## src/rtl/simple_counter_window_ctrl_pkg.sv

```systemverilog
// simple_counter_ctrl_pkg: register offsets, bit positions and FSM encoding for the window controller
package simple_counter_ctrl_pkg;
  localparam logic [1:0] REG_CTRL   = 2'd0;
  localparam logic [1:0] REG_WINDOW = 2'd1;
  localparam logic [1:0] REG_STATUS = 2'd2;
  localparam logic [1:0] REG_RESULT = 2'd3;
  localparam int CTRL_START    = 0;
  localparam int CTRL_STOP     = 1;
  localparam int CTRL_PERIODIC = 2;
  localparam int CTRL_IRQ_EN   = 3;
  localparam int ST_BUSY       = 0;
  localparam int ST_DONE       = 1;
  localparam int ST_OVERRUN    = 2;
  typedef enum logic [1:0] {IDLE = 2'd0, RUN = 2'd1, CAPTURE = 2'd2} state_t;
endpackage

```

## src/rtl/simple_counter_window_ctrl_if.sv

```systemverilog
// simple_counter_window_ctrl_if: simple register access port from the AXI4-Lite slave
interface simple_counter_window_ctrl_if #(parameter int axi_addr_width = 32);
  logic [axi_addr_width-1:0] acc_waddr;
  logic [31:0]               acc_wdata;
  logic [3:0]                acc_wstrb;
  logic                      acc_wvalid;
  logic                      acc_wready;
  logic [axi_addr_width-1:0] acc_raddr;
  logic [31:0]               acc_rdata;
  logic                      acc_rvalid;
  logic                      acc_rready;
  modport master (output acc_waddr, acc_wdata, acc_wstrb, acc_wvalid, acc_raddr, acc_rvalid,
                  input acc_wready, acc_rdata, acc_rready);
  modport slave  (input acc_waddr, acc_wdata, acc_wstrb, acc_wvalid, acc_raddr, acc_rvalid,
                  output acc_wready, acc_rdata, acc_rready);
endinterface

```

## src/rtl/simple_counter_window_ctrl_window_timer.sv

```systemverilog
// window_timer: 32-bit loadable down-counter that parks at zero and flags expiry
module window_timer (
  input  logic        clk,
  input  logic        srstn,
  input  logic        load,
  input  logic [31:0] load_val,
  input  logic        en,
  output logic        expired
);
  logic [31:0] timer;
  // load takes priority; decrement saturates at zero so huge windows never wrap
  always_ff @(posedge clk or negedge srstn)
    if (!srstn) timer <= '0;
    else if (load) timer <= load_val;
    else if (en && timer != '0) timer <= timer - 32'd1;
  assign expired = timer == '0;
endmodule

```

## src/rtl/simple_counter_window_ctrl.sv

```systemverilog
// simple_counter_window_ctrl: measurement-window controller gating the write-data byte counter
module simple_counter_window_ctrl
  import simple_counter_ctrl_pkg::*;
#(
  parameter int axi_addr_width = 32,
  parameter int cnt_width      = 32
) (
  input  logic                 clk,
  input  logic                 srstn,
  simple_counter_window_ctrl_if.slave acc,
  input  logic [cnt_width-1:0] cnt_value,
  output logic                 cnt_enable,
  output logic                 done_irq
);
  state_t state, next_state;
  logic periodic, irq_en, done, overrun;
  logic [31:0] window;
  logic [15:0] period_cnt;
  logic [cnt_width-1:0] result;
  logic [1:0] wsel, rsel;
  logic wr_ctrl, wr_window, wr_status, start, stop;
  logic load, capture, clr_pcnt, expired;
  logic unused;
  assign wsel      = acc.acc_waddr[3:2];
  assign rsel      = acc.acc_raddr[3:2];
  assign wr_ctrl   = acc.acc_wvalid && wsel == REG_CTRL && acc.acc_wstrb[0];
  assign wr_window = acc.acc_wvalid && wsel == REG_WINDOW;
  assign wr_status = acc.acc_wvalid && wsel == REG_STATUS && acc.acc_wstrb[0];
  assign start     = wr_ctrl && acc.acc_wdata[CTRL_START];
  assign stop      = wr_ctrl && acc.acc_wdata[CTRL_STOP];
  assign acc.acc_wready = 1'b1;
  assign acc.acc_rready = 1'b1;
  assign cnt_enable = state == RUN;
  assign done_irq   = done && irq_en;
  assign unused = ^{acc.acc_waddr, acc.acc_raddr, acc.acc_rvalid, acc.acc_wdata, axi_addr_width == 0};
  window_timer u_timer (
    .clk      (clk),
    .srstn    (srstn),
    .load     (load),
    .load_val (window - 32'd1),
    .en       (state == RUN),
    .expired  (expired)
  );
  // state register
  always_ff @(posedge clk or negedge srstn)
    if (!srstn) state <= IDLE;
    else state <= next_state;
  // next state plus the load/capture strobes; STOP always beats START and a periodic reload
  always_comb begin
    next_state = state;
    load       = 1'b0;
    capture    = 1'b0;
    clr_pcnt   = 1'b0;
    case (state)
      IDLE: begin
        load       = start && !stop && window != '0;
        clr_pcnt   = load;
        next_state = load ? RUN : IDLE;
      end
      RUN: next_state = stop ? IDLE : expired ? CAPTURE : RUN;
      CAPTURE: begin
        capture    = 1'b1;
        load       = periodic && !stop && window != '0;
        next_state = load ? RUN : IDLE;
      end
      default: next_state = IDLE;
    endcase
  end
  // CTRL mode bits and byte-strobed WINDOW
  always_ff @(posedge clk or negedge srstn)
    if (!srstn) begin
      periodic <= 1'b0;
      irq_en   <= 1'b0;
      window   <= '0;
    end else begin
      if (wr_ctrl) begin
        periodic <= acc.acc_wdata[CTRL_PERIODIC];
        irq_en   <= acc.acc_wdata[CTRL_IRQ_EN];
      end
      for (int i = 0; i < 4; i++)
        if (wr_window && acc.acc_wstrb[i]) window[8*i +: 8] <= acc.acc_wdata[8*i +: 8];
    end
  // capture results and sticky status; a capture set wins over a same-cycle W1C
  always_ff @(posedge clk or negedge srstn)
    if (!srstn) begin
      result     <= '0;
      done       <= 1'b0;
      overrun    <= 1'b0;
      period_cnt <= '0;
    end else begin
      if (capture) result <= cnt_value;
      done       <= capture ? 1'b1 : (wr_status && acc.acc_wdata[ST_DONE]) ? 1'b0 : done;
      overrun    <= (capture && done) ? 1'b1 : (wr_status && acc.acc_wdata[ST_OVERRUN]) ? 1'b0 : overrun;
      period_cnt <= clr_pcnt ? '0 : capture ? period_cnt + 16'd1 : period_cnt;
    end
  // combinational read mux
  always_comb
    acc.acc_rdata = rsel == REG_CTRL   ? {28'd0, irq_en, periodic, 2'b00} :
                    rsel == REG_WINDOW ? window :
                    rsel == REG_STATUS ? {period_cnt, 13'd0, overrun, done, state != IDLE} :
                    32'(result);
endmodule

```

## src/flat_wrapper.sv

```systemverilog
// flat-port wrapper written by rule: the top's interface ports become plain ports
module simple_counter_window_ctrl_flat import simple_counter_ctrl_pkg::*;
#(
  parameter int axi_addr_width = 32,
  parameter int cnt_width      = 32
)
  (clk, srstn, cnt_value, cnt_enable, done_irq, acc_acc_waddr, acc_acc_wdata, acc_acc_wstrb, acc_acc_wvalid, acc_acc_raddr, acc_acc_rvalid, acc_acc_wready, acc_acc_rdata, acc_acc_rready);
  simple_counter_window_ctrl_if #(.axi_addr_width(axi_addr_width)) acc_i ();
  input  logic clk;
  input  logic srstn;
  input  logic [cnt_width-1:0] cnt_value;
  output logic cnt_enable;
  output logic done_irq;
  input wire logic [$bits(acc_i.acc_waddr)-1:0] acc_acc_waddr;
  input wire logic [$bits(acc_i.acc_wdata)-1:0] acc_acc_wdata;
  input wire logic [$bits(acc_i.acc_wstrb)-1:0] acc_acc_wstrb;
  input wire logic [$bits(acc_i.acc_wvalid)-1:0] acc_acc_wvalid;
  input wire logic [$bits(acc_i.acc_raddr)-1:0] acc_acc_raddr;
  input wire logic [$bits(acc_i.acc_rvalid)-1:0] acc_acc_rvalid;
  output wire logic [$bits(acc_i.acc_wready)-1:0] acc_acc_wready;
  output wire logic [$bits(acc_i.acc_rdata)-1:0] acc_acc_rdata;
  output wire logic [$bits(acc_i.acc_rready)-1:0] acc_acc_rready;
  assign acc_i.acc_waddr = acc_acc_waddr;
  assign acc_i.acc_wdata = acc_acc_wdata;
  assign acc_i.acc_wstrb = acc_acc_wstrb;
  assign acc_i.acc_wvalid = acc_acc_wvalid;
  assign acc_i.acc_raddr = acc_acc_raddr;
  assign acc_i.acc_rvalid = acc_acc_rvalid;
  assign acc_acc_wready = acc_i.acc_wready;
  assign acc_acc_rdata = acc_i.acc_rdata;
  assign acc_acc_rready = acc_i.acc_rready;
  simple_counter_window_ctrl #(.axi_addr_width(axi_addr_width), .cnt_width(cnt_width)) u_core (.clk(clk), .srstn(srstn), .acc(acc_i), .cnt_value(cnt_value), .cnt_enable(cnt_enable), .done_irq(done_irq));
endmodule
```

## config.mk

```make
export PLATFORM = sky130hd
export DESIGN_NAME = simple_counter_window_ctrl_flat
export DESIGN_NICKNAME = d
export VERILOG_FILES = /design/src/rtl/simple_counter_window_ctrl_pkg.sv /design/src/rtl/simple_counter_window_ctrl_if.sv /design/src/rtl/simple_counter_window_ctrl_window_timer.sv /design/src/rtl/simple_counter_window_ctrl.sv /design/src/flat_wrapper.sv
export SDC_FILE = /design/constraint.sdc
export NUM_CORES = 1
export LEC_CHECK = 0
export BUFFER_PORTS_ARGS = -buffer_cell sky130_fd_sc_hd__buf_2
export CAP_MARGIN = 10
export CORE_MARGIN = 10
export CORE_UTILIZATION = 54
export CTS_CLUSTER_DIAMETER = 100
export CTS_CLUSTER_SIZE = 8
export DETAILED_ROUTE_END_ITERATION = 7
export GPL_TIMING_DRIVEN = 0
export MAX_ROUTING_LAYER = met4
export PLACE_DENSITY = 0.81
export SYNTH_ARGS = -nofsm -noshare
export SYNTH_HDL_FRONTEND = slang
export SYNTH_SLANG_ARGS = --single-unit
```

## constraint.sdc

```tcl
create_clock -name clk -period 6.9 [get_ports clk]
set_clock_uncertainty 0.2 [all_clocks]
set_input_delay 1.38 -clock clk [delete_from_list [all_inputs] [get_ports clk]]
set_output_delay 1.38 -clock clk [all_outputs]
set_load 0.005 [all_outputs]
```

==> results of run 1 <==
kinds of logic (layout without fill, tap and decap cells):
| family | after synthesis | after routing | synth area share (%) |
|---|---|---|---|
| flops | 118 | 118 | 42.38 |
| other cells | 1 | 2 | 0.05382 |
| buf+inv | 50 | 190 | 3.124 |
| fa+ha+maj | 2 | 2 | 0.3591 |
| xor+xnor | 47 | 47 | 5.908 |
| compound gates | 105 | 105 | 10.95 |
| simple gates | 351 | 351 | 24.76 |
| mux | 79 | 79 | 12.46 |
worst reg2reg max path, cell delays in order, from the launching register on:
cell and delay (ns):
dfrtp_1 0.36, clkbuf_1 0.28, or4_4 0.50, or4_4 0.49
buf_6 0.15, or3_4 0.44, clkbuf_1 0.26, nand2_1 0.26
buf_2 0.35, mux2i_1 0.27, ha_1 0.17, clkbuf_1 0.38
nand2b_1 0.13, or3_1 0.41, nor4_4 0.43, nand4_1 0.19
a2111oi_0 0.54, mux2i_1 0.31, nand3_1 0.10
layer usage:
metal / wire length, microns / track usage, %
met5: 0 / -
met4: 736 / 10.28
met3: 1678 / 6.090
met2: 9815 / 36.98
met1: 8803 / 29.76
power by group through the flow:
| stage | sequential, uW | combinational (uW) | clock (uW) |
|---|---|---|---|
| 6_report | 1020 | 547 | 964 |
| 5_1_grt | 1030 | 601 | 998 |
| 4_1_cts | 1010 | 538 | 964 |
| 3_5_place_dp | 1010 | 530 | 0 |
| 3_3_place_gp | 1010 | 511 | 0 |
| 2_1_floorplan | 953 | 378 | 0 |
state kept, by name, summed over array words and instances, names as in the netlist:
name and cells:
u_core.done 1, u_core.irq_en 1, u_core.overrun 1, u_core.period_cnt 16
u_core.periodic 1, u_core.result 32, u_core.state 2, u_core.u_timer.timer 32
u_core.window 32
per-stage QoR:
stage | util, % | power, uW | setup WS (ns) | cell area [sq um] | TNS [ns]
6_report | 66.78 | 2527 | 0.2632 | 8427 | 0
2_1_floorplan | - | 1331 | 1.029 | 6972 | 0
3_5_place_dp | 61.42 | 1544 | -0.3132 | 7751 | -0.5077
3_3_place_gp | 61.15 | 1520 | -0.2068 | 7717 | -0.2571
4_1_cts | 66.52 | 2509 | 0.02959 | 8394 | 0
5_1_grt | 66.78 | 2632 | 0.03941 | 8427 | 0
area by class of cell:
| cell class | instances | area (sq um) | area share [%] |
|---|---|---|---|
| Multi-Input combinational cell | 586 | 3821 | 45.35 |
| Inverter | 6 | 22.52 | 0.2673 |
| Timing Repair Buffer | 109 | 576.8 | 6.845 |
| Clock inverter | 7 | 141.4 | 1.678 |
| Clock buffer | 24 | 501.7 | 5.954 |
| Sequential cell | 118 | 2953 | 35.04 |
| Buffer | 44 | 195.2 | 2.316 |
| Tap cell | 172 | 215.2 | 2.554 |
worst paths after layout:
| kind | start | to | slack, ns | cells after the start |
|---|---|---|---|---|
| min in group asynchronous | srstn | u_core.u_timer.timer[24]$_DFFE_PN0P_ | 0.62 | 1 |
| worst max-delay path | acc_acc_waddr[2] | u_core.u_timer.timer[28]$_DFFE_PN0P_ | 0.26 | 19 |
| worst min register to register | u_core.result[20]$_DFFE_PN0P_ | u_core.result[20]$_DFFE_PN0P_ | 0.27 | 2 |
| worst max register to register | u_core.window[17]$_DFFE_PN0P_ | u_core.u_timer.timer[28]$_DFFE_PN0P_ | 0.56 | 18 |
| max in group asynchronous | srstn | u_core.window[2]$_DFFE_PN0P_ | 5.14 | 2 |
| worst min-delay path | u_core.result[20]$_DFFE_PN0P_ | u_core.result[20]$_DFFE_PN0P_ | 0.27 | 2 |
placed cells by master (no fill, tap or decap), types with 15 or more instances in the layout:
cell type,instances
nand2_1,156
dfrtp_1,118
buf_2,108
mux2_2,52
nor2_1,42
xor2_1,34
clkbuf_1,33
o21ai_0,33
mux2i_1,26
nand3_1,25
a22o_1,19
nand4_1,18
clkbuf_16,17
nor4_1,16
nor3_1,16
nor2b_1,15
timing repair:
item	CTS	global route
setup endpoints to repair	0	3
hold buffers	0	0
setup buffers	0	0
gates resized for setup	0	3
==> run summary, run 1 <==
Run status
• complete, no violations — status

Power and ir drop
• 21.7% — proportion of power drawn by combinational gates
• 31.72% — net switching share of the total power
• 801.4 uW — Psw
• 0.003627 uW — Lkg Pwr
• 194.1 uV — maximum VDD drop
• 40.2% — sequential group share of total power
• 299.8 nW/um^2 — areal power density over the cells
• 38.2% — clock share of power
• 1725 uW — internal power

Yosys
• dfrtp_1 — dominant cell type by area after synthesis
• 9.254 sq um — average instance area after synthesis
• dfrtp_1 — commonest register cell after synthesis
• 62 — count of distinct cell types in the synthesized netlist
• nand2_1 — most numerous cell in the Yosys netlist
• 0 — number of flops mapped to enable cells by yosys
• 42.38% — top-area cell type share of the netlist area
• 42.38% — share of the yosys chip area belonging to registers
• dfrtp_1 42%, mux2_2 8.4%, nand2_1 8.4% — most area-consuming cells after synthesis
• 0 — number of warnings issued by yosys
• 156 x nand2_1, 118 x dfrtp_1, 52 x mux2_2 — most numerous cell types in the synthesized netlist
• 6968 sq um — area of the mapped netlist
• 753 — synthesized instance count
• 118 — post-synthesis register bit count
• 100.0% — FFs w/ async S/R, synth

Clocking
• 118 — number of clock sinks seen by CTS
• 4 — number of H-tree levels
• 2 — buffers from clock root to sink, at most
• yes — TritonCTS clock tree
• 17 — number of CTS-inserted buffers
• clkbuf_16 — Root Buffer Master
• 0.42 ns — clock latency of the later-clocked register in the worst-skew pair
• 0.05 ns — Worst-path clk slew

Setup path
• 7.00 ns — required time of the worst setup path
• simple AND/OR/NAND/NOR gates — kind of cell adding the most delay to the critical path
• register — Critical Path End Type
• buf_2, and4bb_2, and4b_1, clkbuf_1, or2_2, clkbuf_1, clkbuf_1, nand2_1, buf_2, mux2i_1, ha_1, clkbuf_1, nand2b_1, or3_1, nor4_4, nand4_1, a2111oi_0, mux2i_1, nand3_1 — CP cell instances
• primary input — critical path startpoint category
• 6 — worst path buffer plus inverter count
• primary input to register — classification of the worst setup path
• 10 — biggest fanout along the worst timing path
• clkbuf_1 — Top cell by count, worst path
• 6.74 ns — arrival time of data at the critical path endpoint
• 0.54 ns — CP peak stage delay
• a2111oi_0 — Critical Path Slowest Stage Cell

Placement
• 1033 — number of placed instances with taps included
• 14.99 mm — dpl hpwl
• 1.007 — Final Wtd Congestion
• 106 — IO Port Bufs

Final layout
• 1056 — fill cell instance count of the final layout
• 23.94% — fraction of layout instances using a drive strength above 1
• 20.94% — area delta synth->final
• 1020 — Net count, final
• 0 — antenna diode count
• 1066 — post-route non-filler standard cell count

Floorplanning
• 41 — row cnt
• 17850 sq um — total die area
• 172 — number of top-level pins
• 133.6 microns — die outline width
• 55.22% — effective utilization at floorplan
• 12620 sq um — core area
• 133.6 microns — die span in y

GRT
• 6432 — via count of the first global-routing pass
• 24.13% — global routing usage summed across all routing layers
• 33.61 mm — first-pass GRT wire length
• 91 — largest net degree at the start of global routing
• 0 — initial antenna violation count
• 0 — remaining global-route overflow

Route
• 6488 — count of vias placed by the detailed router
• 6.086 — drt via density
• 0 — number of DRC violations after detailed routing
• 19.73 microns — final routed wire length divided by cell count
• 0 — remaining number of nets flagged by the antenna check after routing
• 593 — initial DRC count
• 21.03 mm — Detailed Route WL
• 6 — detailed-routing iteration count for the pre-antenna-repair pass

STA
• 0.2684 ns — Worst Hold Margin
• 6.637 ns — time the final worst path needs with I/O delays and setup
• 0.1507 GHz — maximum clock rate
• 0 — hold violation count in the final report
• 96.19% — fin crit share
• 0 — final setup violating endpoints
• 0.9265 ns — Worst Tran Pin Value
• 37.96% — Slew headroom
• no — unrepaired setup endpoints after global routing
• 0 — max-slew violations

Flow run
• 0 — max-capacitance violation count

Min path
• register to register — hold crit path type

(Power assumes the default switching activity.)
==> run 2: changes to the inputs <==
CORE_UTILIZATION = 57   (was 54)
PLACE_DENSITY = 0.85   (was 0.81)
clock period = 7.81 ns   (was 6.9 ns; I/O delays follow)
==> run 2 against run 1 <==
  * Combinational power shrank 12%
  * Non-clock buffer count stayed put
  * First-iteration DRC count rose by 18%
  * Wire length is 1.6% higher
==> run summary, run 2 (synthesized netlist as in run 1, its figures left out) <==
Floorplanning
• 12010 sq um — core area
• 172 — number of top-level pins
• 130.6 microns — die outline width
• 17050 sq um — total die area
• 58.01% — effective utilization at floorplan
• 40 — row cnt
• 130.6 microns — die span in y

Power and ir drop
• 32.77% — net switching share of the total power
• 21.9% — proportion of power drawn by combinational gates
• 231.5 uV — maximum VDD drop
• 40.7% — sequential group share of total power
• 2210 uW — total design power
• 0.003622 uW — Lkg Pwr
• 724.1 uW — Psw
• 1486 uW — internal power
• 37.4% — clock share of power
• 264.3 nW/um^2 — areal power density over the cells

GRT
• met2 — GR peak layer
• 39.34% — met2 capacity usage during global routing
• 26.46% — global routing usage summed across all routing layers
• 34.26 mm — first-pass GRT wire length
• 2 — initial antenna violation count
• 33.64% — GR Util met1
• 6.527% — fraction of met3 tracks used by global routing
• 0 — remaining global-route overflow
• 6550 — via count of the first global-routing pass
• 82 — largest net degree at the start of global routing

Clocking
• 17 — number of CTS-inserted buffers
• clkbuf_16 — Root Buffer Master
• 0.05 ns — Worst-path clk slew
• 0 — number of hold buffers added after CTS
• 0 — number of buffers added for setup after CTS
• 118 — number of clock sinks seen by CTS
• 0.43 ns — clock latency of the later-clocked register in the worst-skew pair
• 2 — buffers from clock root to sink, at most
• yes — TritonCTS clock tree
• 4 — number of H-tree levels
• 0 — count of cells resized by post-cts repair

Final layout
• 1044 — post-route non-filler standard cell count
• 19.99% — area delta synth->final
• 1020 — Net count, final
• u_core.result: 32 flops, u_core.u_timer.timer: 32 flops, u_core.window: 32 flops — Regs by FF count
• 24.02% — fraction of layout instances using a drive strength above 1
• 156 x nand2_1, 118 x dfrtp_1, 109 x buf_2 — commonest cells after routing, fill and taps aside
• nand2_1 — most frequent standard cell in the layout excluding fill and tap cells

STA
• 0.2740 ns — Worst Hold Margin
• 0 — final setup violating endpoints
• 7.219 ns — time the final worst path needs with I/O delays and setup
• 0 ns — Sum Neg Setup Slack
• 0.9869 ns — Worst Tran Pin Value
• 0 — hold violation count in the final report
• no — unrepaired setup endpoints after global routing
• 33.60% — Slew headroom
• 0.5911 ns — final setup margin
• 0 — max-slew violations
• 0.1385 GHz — maximum clock rate
• 92.43% — fin crit share

Route
• 5 — detailed-routing iteration count for the pre-antenna-repair pass
• 6605 — count of vias placed by the detailed router
• 0 — number of DRC violations after detailed routing
• 0 — remaining number of nets flagged by the antenna check after routing
• 20.48 microns — final routed wire length divided by cell count
• 697 — initial DRC count
• 21.38 mm — Detailed Route WL
• 6.327 — drt via density

Setup path
• register — Critical Path End Type
• 10 — biggest fanout along the worst timing path
• u_core.window[17]$_DFFE_PN0P_ — r2r startpoint
• primary input — critical path startpoint category
• 7.91 ns — required time of the worst setup path
• 7.32 ns — arrival time of data at the critical path endpoint
• u_core.u_timer.timer[28]$_DFFE_PN0P_ — endpoint of the worst register-to-register path
• 18 — Register-to-Register Path Depth
• 1.11 ns — r2r setup slk
• primary input to register — classification of the worst setup path

Min path
• u_core.result[25]$_DFFE_PN0P_ — Hold Path Origin
• u_core.result[25]$_DFFE_PN0P_ — worst min-delay path endpoint
• 2 — WHS Path Cells
• register to register — hold crit path type

Placement
• 106 — IO Port Bufs
• 1008 — number of placed instances with taps included
• 15.11 mm — dpl hpwl
• 0.3743 ns — pre-CTS worst setup slack
• 0.9904 — Final Wtd Congestion

Flow run
• 0 — max-capacitance violation count

Run status
• complete, no violations — status

==> run 2: through the flow <==
stage	utilization (%)	instance area, sq um
after floorplan	-	6972
after global placement	63.99	7686
after detailed placement	64.27	7720
after CTS	69.48	8346
after global routing	69.60	8361
final	69.60	8361
==> run 2: worst max path at each step <==
stage / slack (ns) / cells past startpoint / from / to
floorplan: 1.76 / 18 / acc_acc_waddr[2] / u_core.u_timer.timer[28]$_DFFE_PN0P_
detailed placement: 0.37 / 18 / acc_acc_wvalid / u_core.u_timer.timer[28]$_DFFE_PN0P_
finish: 0.59 / 18 / acc_acc_wvalid / u_core.u_timer.timer[28]$_DFFE_PN0P_
global route: 0.23 / 18 / acc_acc_wvalid / u_core.u_timer.timer[28]$_DFFE_PN0P_
global placement: 0.47 / 18 / acc_acc_wvalid / u_core.u_timer.timer[28]$_DFFE_PN0P_
CTS: 0.78 / 18 / acc_acc_wvalid / u_core.u_timer.timer[28]$_DFFE_PN0P_
==> run 2: area by class of cell <==
cell class | count | area [sq um]
Buffer | 44 | 195.2
Sequential cell | 118 | 2953
Multi-Input combinational cell | 586 | 3801
Clock inverter | 11 | 145.1
Fill cell | 910 | 3651
Timing Repair Buffer | 109 | 574.3
Antenna cell | 2 | 5.005
Clock buffer | 21 | 480.5
Tap cell | 147 | 183.9
Inverter | 6 | 22.52
==> run 2: power by group through the flow <==
stage          logic, uW  registers (uW)  clock network [uW]
3_5_place_dp         469             894                   0
3_3_place_gp         451             891                   0
2_1_floorplan        334             842                   0
5_1_grt              532             915                 864
6_report             484             899                 826
4_1_cts              475             890                 827
==> run 2: metal layers <==
metal / routed length [microns] / up-vias
met5: 0 / -
met4: 735 / 0
met3: 1801 / 74
met2: 10040 / 376
met1: 8799 / 3192
li1: - / 2963
==> run 2: critical path, cell delays in order <==
cell,delay (ns)
buf_2,0.12
and4bb_2,0.29
a211oi_1,0.58
or2_2,0.21
clkbuf_1,0.30
clkbuf_1,0.40
nand2_1,0.26
buf_2,0.31
mux2i_1,0.21
ha_1,0.17
clkbuf_1,0.38
nand2b_1,0.13
or3_1,0.38
nor4_1,0.83
nand4_1,0.21
a2111oi_0,0.55
mux2i_1,0.31
nand3_1,0.12
==> run 3: changes to the inputs <==
CAP_MARGIN = 0   (was 10)
CORE_UTILIZATION = 40   (was 57)
PLACE_DENSITY = 0.65   (was 0.85)
clock period = 6.55 ns   (was 7.81 ns; I/O delays follow)
==> run 3 against run 2 <==
  * Count of clock-buffer cells in the layout is 2 higher
  * First-iteration DRC count is 28% lower
  * Sequential power is 19% higher
  * Global-route usage is 8.0 points lower
  * Sequential cell count stayed put
  * Critical path depth stayed put
  * Wire length is 0.84% lower
  * Hold slack worse by 0.0047 ns
  * Clock power is 18% higher
  * Cell area is 1.1% higher
  * Critical path type is now register to register
  * Largest power group unchanged
  * Highest routed layer unchanged
==> run summary, run 3 (synthesized netlist as in run 1, its figures left out) <==
Run status
• complete, no violations — status

STA
• no — unrepaired setup endpoints after global routing
• 0 — max-slew violations
• 0.3016 ns — final setup margin
• 0.2693 ns — Worst Hold Margin
• 6.248 ns — time the final worst path needs with I/O delays and setup
• 0 — final setup violating endpoints
• 0 — hold violation count in the final report
• 0.1600 GHz — maximum clock rate
• 95.40% — fin crit share
• 1.368 ns — Worst Tran Pin Value
• 7.605% — Slew headroom

Clocking
• 0 — number of hold buffers added after CTS
• 4 — number of H-tree levels
• 0.42 ns — clock latency of the later-clocked register in the worst-skew pair
• 0.05 ns — Worst-path clk slew
• 1 — count of cells resized by post-cts repair
• 17 — number of CTS-inserted buffers
• yes — TritonCTS clock tree
• 118 — number of clock sinks seen by CTS
• 2 — buffers from clock root to sink, at most
• clkbuf_16 — Root Buffer Master
• 0 — number of buffers added for setup after CTS

Setup path
• 18 — Stages on worst setup path
• register to register — classification of the worst setup path
• clkbuf_1, or4_4, or4_4, buf_6, or3_4, clkbuf_1, nand2_1, buf_2, mux2i_1, ha_1, clkbuf_1, inv_1, or4_1, nor3_1, o21ai_0, a22oi_1, mux2i_1, a311o_1 — CP cell instances
• register — Critical Path End Type
• or4_1 — Critical Path Slowest Stage Cell
• simple AND/OR/NAND/NOR gates — kind of cell adding the most delay to the critical path
• 18 — Register-to-Register Path Depth
• 0.59 ns — CP peak stage delay
• register — critical path startpoint category
• clkbuf_1 — Top cell by count, worst path
• 6.65 ns — required time of the worst setup path
• 6.34 ns — arrival time of data at the critical path endpoint
• u_core.window[17]$_DFFE_PN0P_ — r2r startpoint
• 10 — biggest fanout along the worst timing path
• 6 — worst path buffer plus inverter count
• 0.30 ns — r2r setup slk
• u_core.u_timer.timer[26]$_DFFE_PN0P_ — endpoint of the worst register-to-register path

Route
• 501 — initial DRC count
• 5.597 — drt via density
• 5 — detailed-routing iteration count for the pre-antenna-repair pass
• 0 — number of DRC violations after detailed routing
• 18.98 microns — final routed wire length divided by cell count
• 21.20 mm — Detailed Route WL
• 6252 — count of vias placed by the detailed router
• 0 — remaining number of nets flagged by the antenna check after routing

Final layout
• 3822 sq um — multi-input gate area in the final layout
• 2953 sq um — area occupied by registers
• 1672 — fill cell instance count of the final layout
• 1018 — Net count, final
• 49.19% — Finished Core Util
• u_core.result: 32 flops, u_core.u_timer.timer: 32 flops, u_core.window: 32 flops — Regs by FF count
• 23.88% — fraction of layout instances using a drive strength above 1
• nand2_1 — most frequent standard cell in the layout excluding fill and tap cells
• 156 x nand2_1, 118 x dfrtp_1, 108 x buf_2 — commonest cells after routing, fill and taps aside
• 21.26% — area delta synth->final
• 0 — antenna diode count

GRT
• 0 — remaining global-route overflow
• 0 — initial antenna violation count
• 77 — largest net degree at the start of global routing
• 33.75 mm — first-pass GRT wire length
• 18.49% — global routing usage summed across all routing layers
• 6121 — via count of the first global-routing pass

Power and ir drop
• 21.8% — proportion of power drawn by combinational gates
• 32.20% — net switching share of the total power
• 0.003608 uW — Lkg Pwr
• 200.1 uV — maximum VDD drop
• 37.3% — clock share of power
• 41.0% — sequential group share of total power
• 839.0 uW — Psw
• 1767 uW — internal power
• 308.4 nW/um^2 — areal power density over the cells

Min path
• register to register — hold crit path type
• 2 — WHS Path Cells
• u_core.result[21]$_DFFE_PN0P_ — worst min-delay path endpoint
• u_core.result[21]$_DFFE_PN0P_ — Hold Path Origin

Placement
• 106 — IO Port Bufs
• 15.69 mm — dpl hpwl
• -0.6449 ns — pre-CTS worst setup slack
• 0.9382 — Final Wtd Congestion

Floorplanning
• 40.57% — effective utilization at floorplan
• 172 — number of top-level pins
• 23100 sq um — total die area
• 17180 sq um — core area
• 48 — row cnt
• 152.0 microns — die outline width
• 152.0 microns — die span in y

Flow run
• 0 — max-capacitance violation count

## run 3: cell count changes in the layout (fill, tap and decap cells not counted), sizes merged
cell      before  now
buf          121  120
diode          2    0
clkinv         6    4
clkinvlp       0    1
inv            8    6
clkbuf        53   54
## run 3: area by class of cell
| class | count | share of cell area (%) |
|---|---|---|
| multi-input cells | 586 | 45.24 |
| inverters | 6 | 0.2665 |
| well taps | 225 | 3.332 |
| plain buffers | 44 | 2.325 |
| repair buffers | 107 | 6.679 |
| clock inverters | 8 | 1.436 |
| flip-flops and latches | 118 | 34.95 |
| clock buffers | 23 | 5.775 |
## run 3: power groups by stage
stage          registers [uW]  logic (uW)  clock network (uW)
2_1_floorplan            1000         398                   0
3_3_place_gp             1070         551                   0
3_5_place_dp             1070         560                   0
4_1_cts                  1060         563                 977
5_1_grt                  1090         632                1020
6_report                 1070         567                 971
## run 3: routing by layer
| layer | routed length (microns) | vias to the layer above | track usage [%] |
|---|---|---|---|
| li1 | - | 2951 | - |
| met4 | 469 | 0 | 6.511 |
| met3 | 1084 | 37 | 2.851 |
| met1 | 9364 | 3044 | 23.59 |
| met2 | 10280 | 220 | 29.23 |
| met5 | 0 | - | - |
## run 3: stage by stage
step	power, uW	TNS, ns	cell area [sq um]	std cells
after floorplan	1402	0	6972	754
after global placement	1618	-1.738	7784	1085
after detailed placement	1629	-2.009	7818	1086
after CTS	2600	0	8433	1117
after global routing	2741	0	8449	1117
final	2606	0	8449	1117
## run 3: how the worst max path moves through the flow
stage | slack (ns) | to | startpoint
2_1_floorplan | 0.75 | u_core.u_timer.timer[28]$_DFFE_PN0P_ | acc_acc_waddr[2]
3_3_place_gp | -0.58 | u_core.u_timer.timer[28]$_DFFE_PN0P_ | acc_acc_wvalid
3_5_place_dp | -0.64 | u_core.u_timer.timer[28]$_DFFE_PN0P_ | acc_acc_waddr[2]
4_1_cts | 0.05 | u_core.u_timer.timer[28]$_DFFE_PN0P_ | acc_acc_waddr[2]
5_1_grt | 0.06 | u_core.u_timer.timer[30]$_DFFE_PN0P_ | acc_acc_waddr[2]
6_report | 0.30 | u_core.u_timer.timer[26]$_DFFE_PN0P_ | u_core.window[17]$_DFFE_PN0P_
## run 3: worst register-to-register path, cell delays in order (launching register included)
cell and delay [ns]:
dfrtp_1 0.35, clkbuf_1 0.29, or4_4 0.50, or4_4 0.49, buf_6 0.15, or3_4 0.44, clkbuf_1 0.26, nand2_1 0.26
buf_2 0.37, mux2i_1 0.24, ha_1 0.16, clkbuf_1 0.37, inv_1 0.16, or4_1 0.59, nor3_1 0.36, o21ai_0 0.24
a22oi_1 0.26, mux2i_1 0.16, a311o_1 0.29
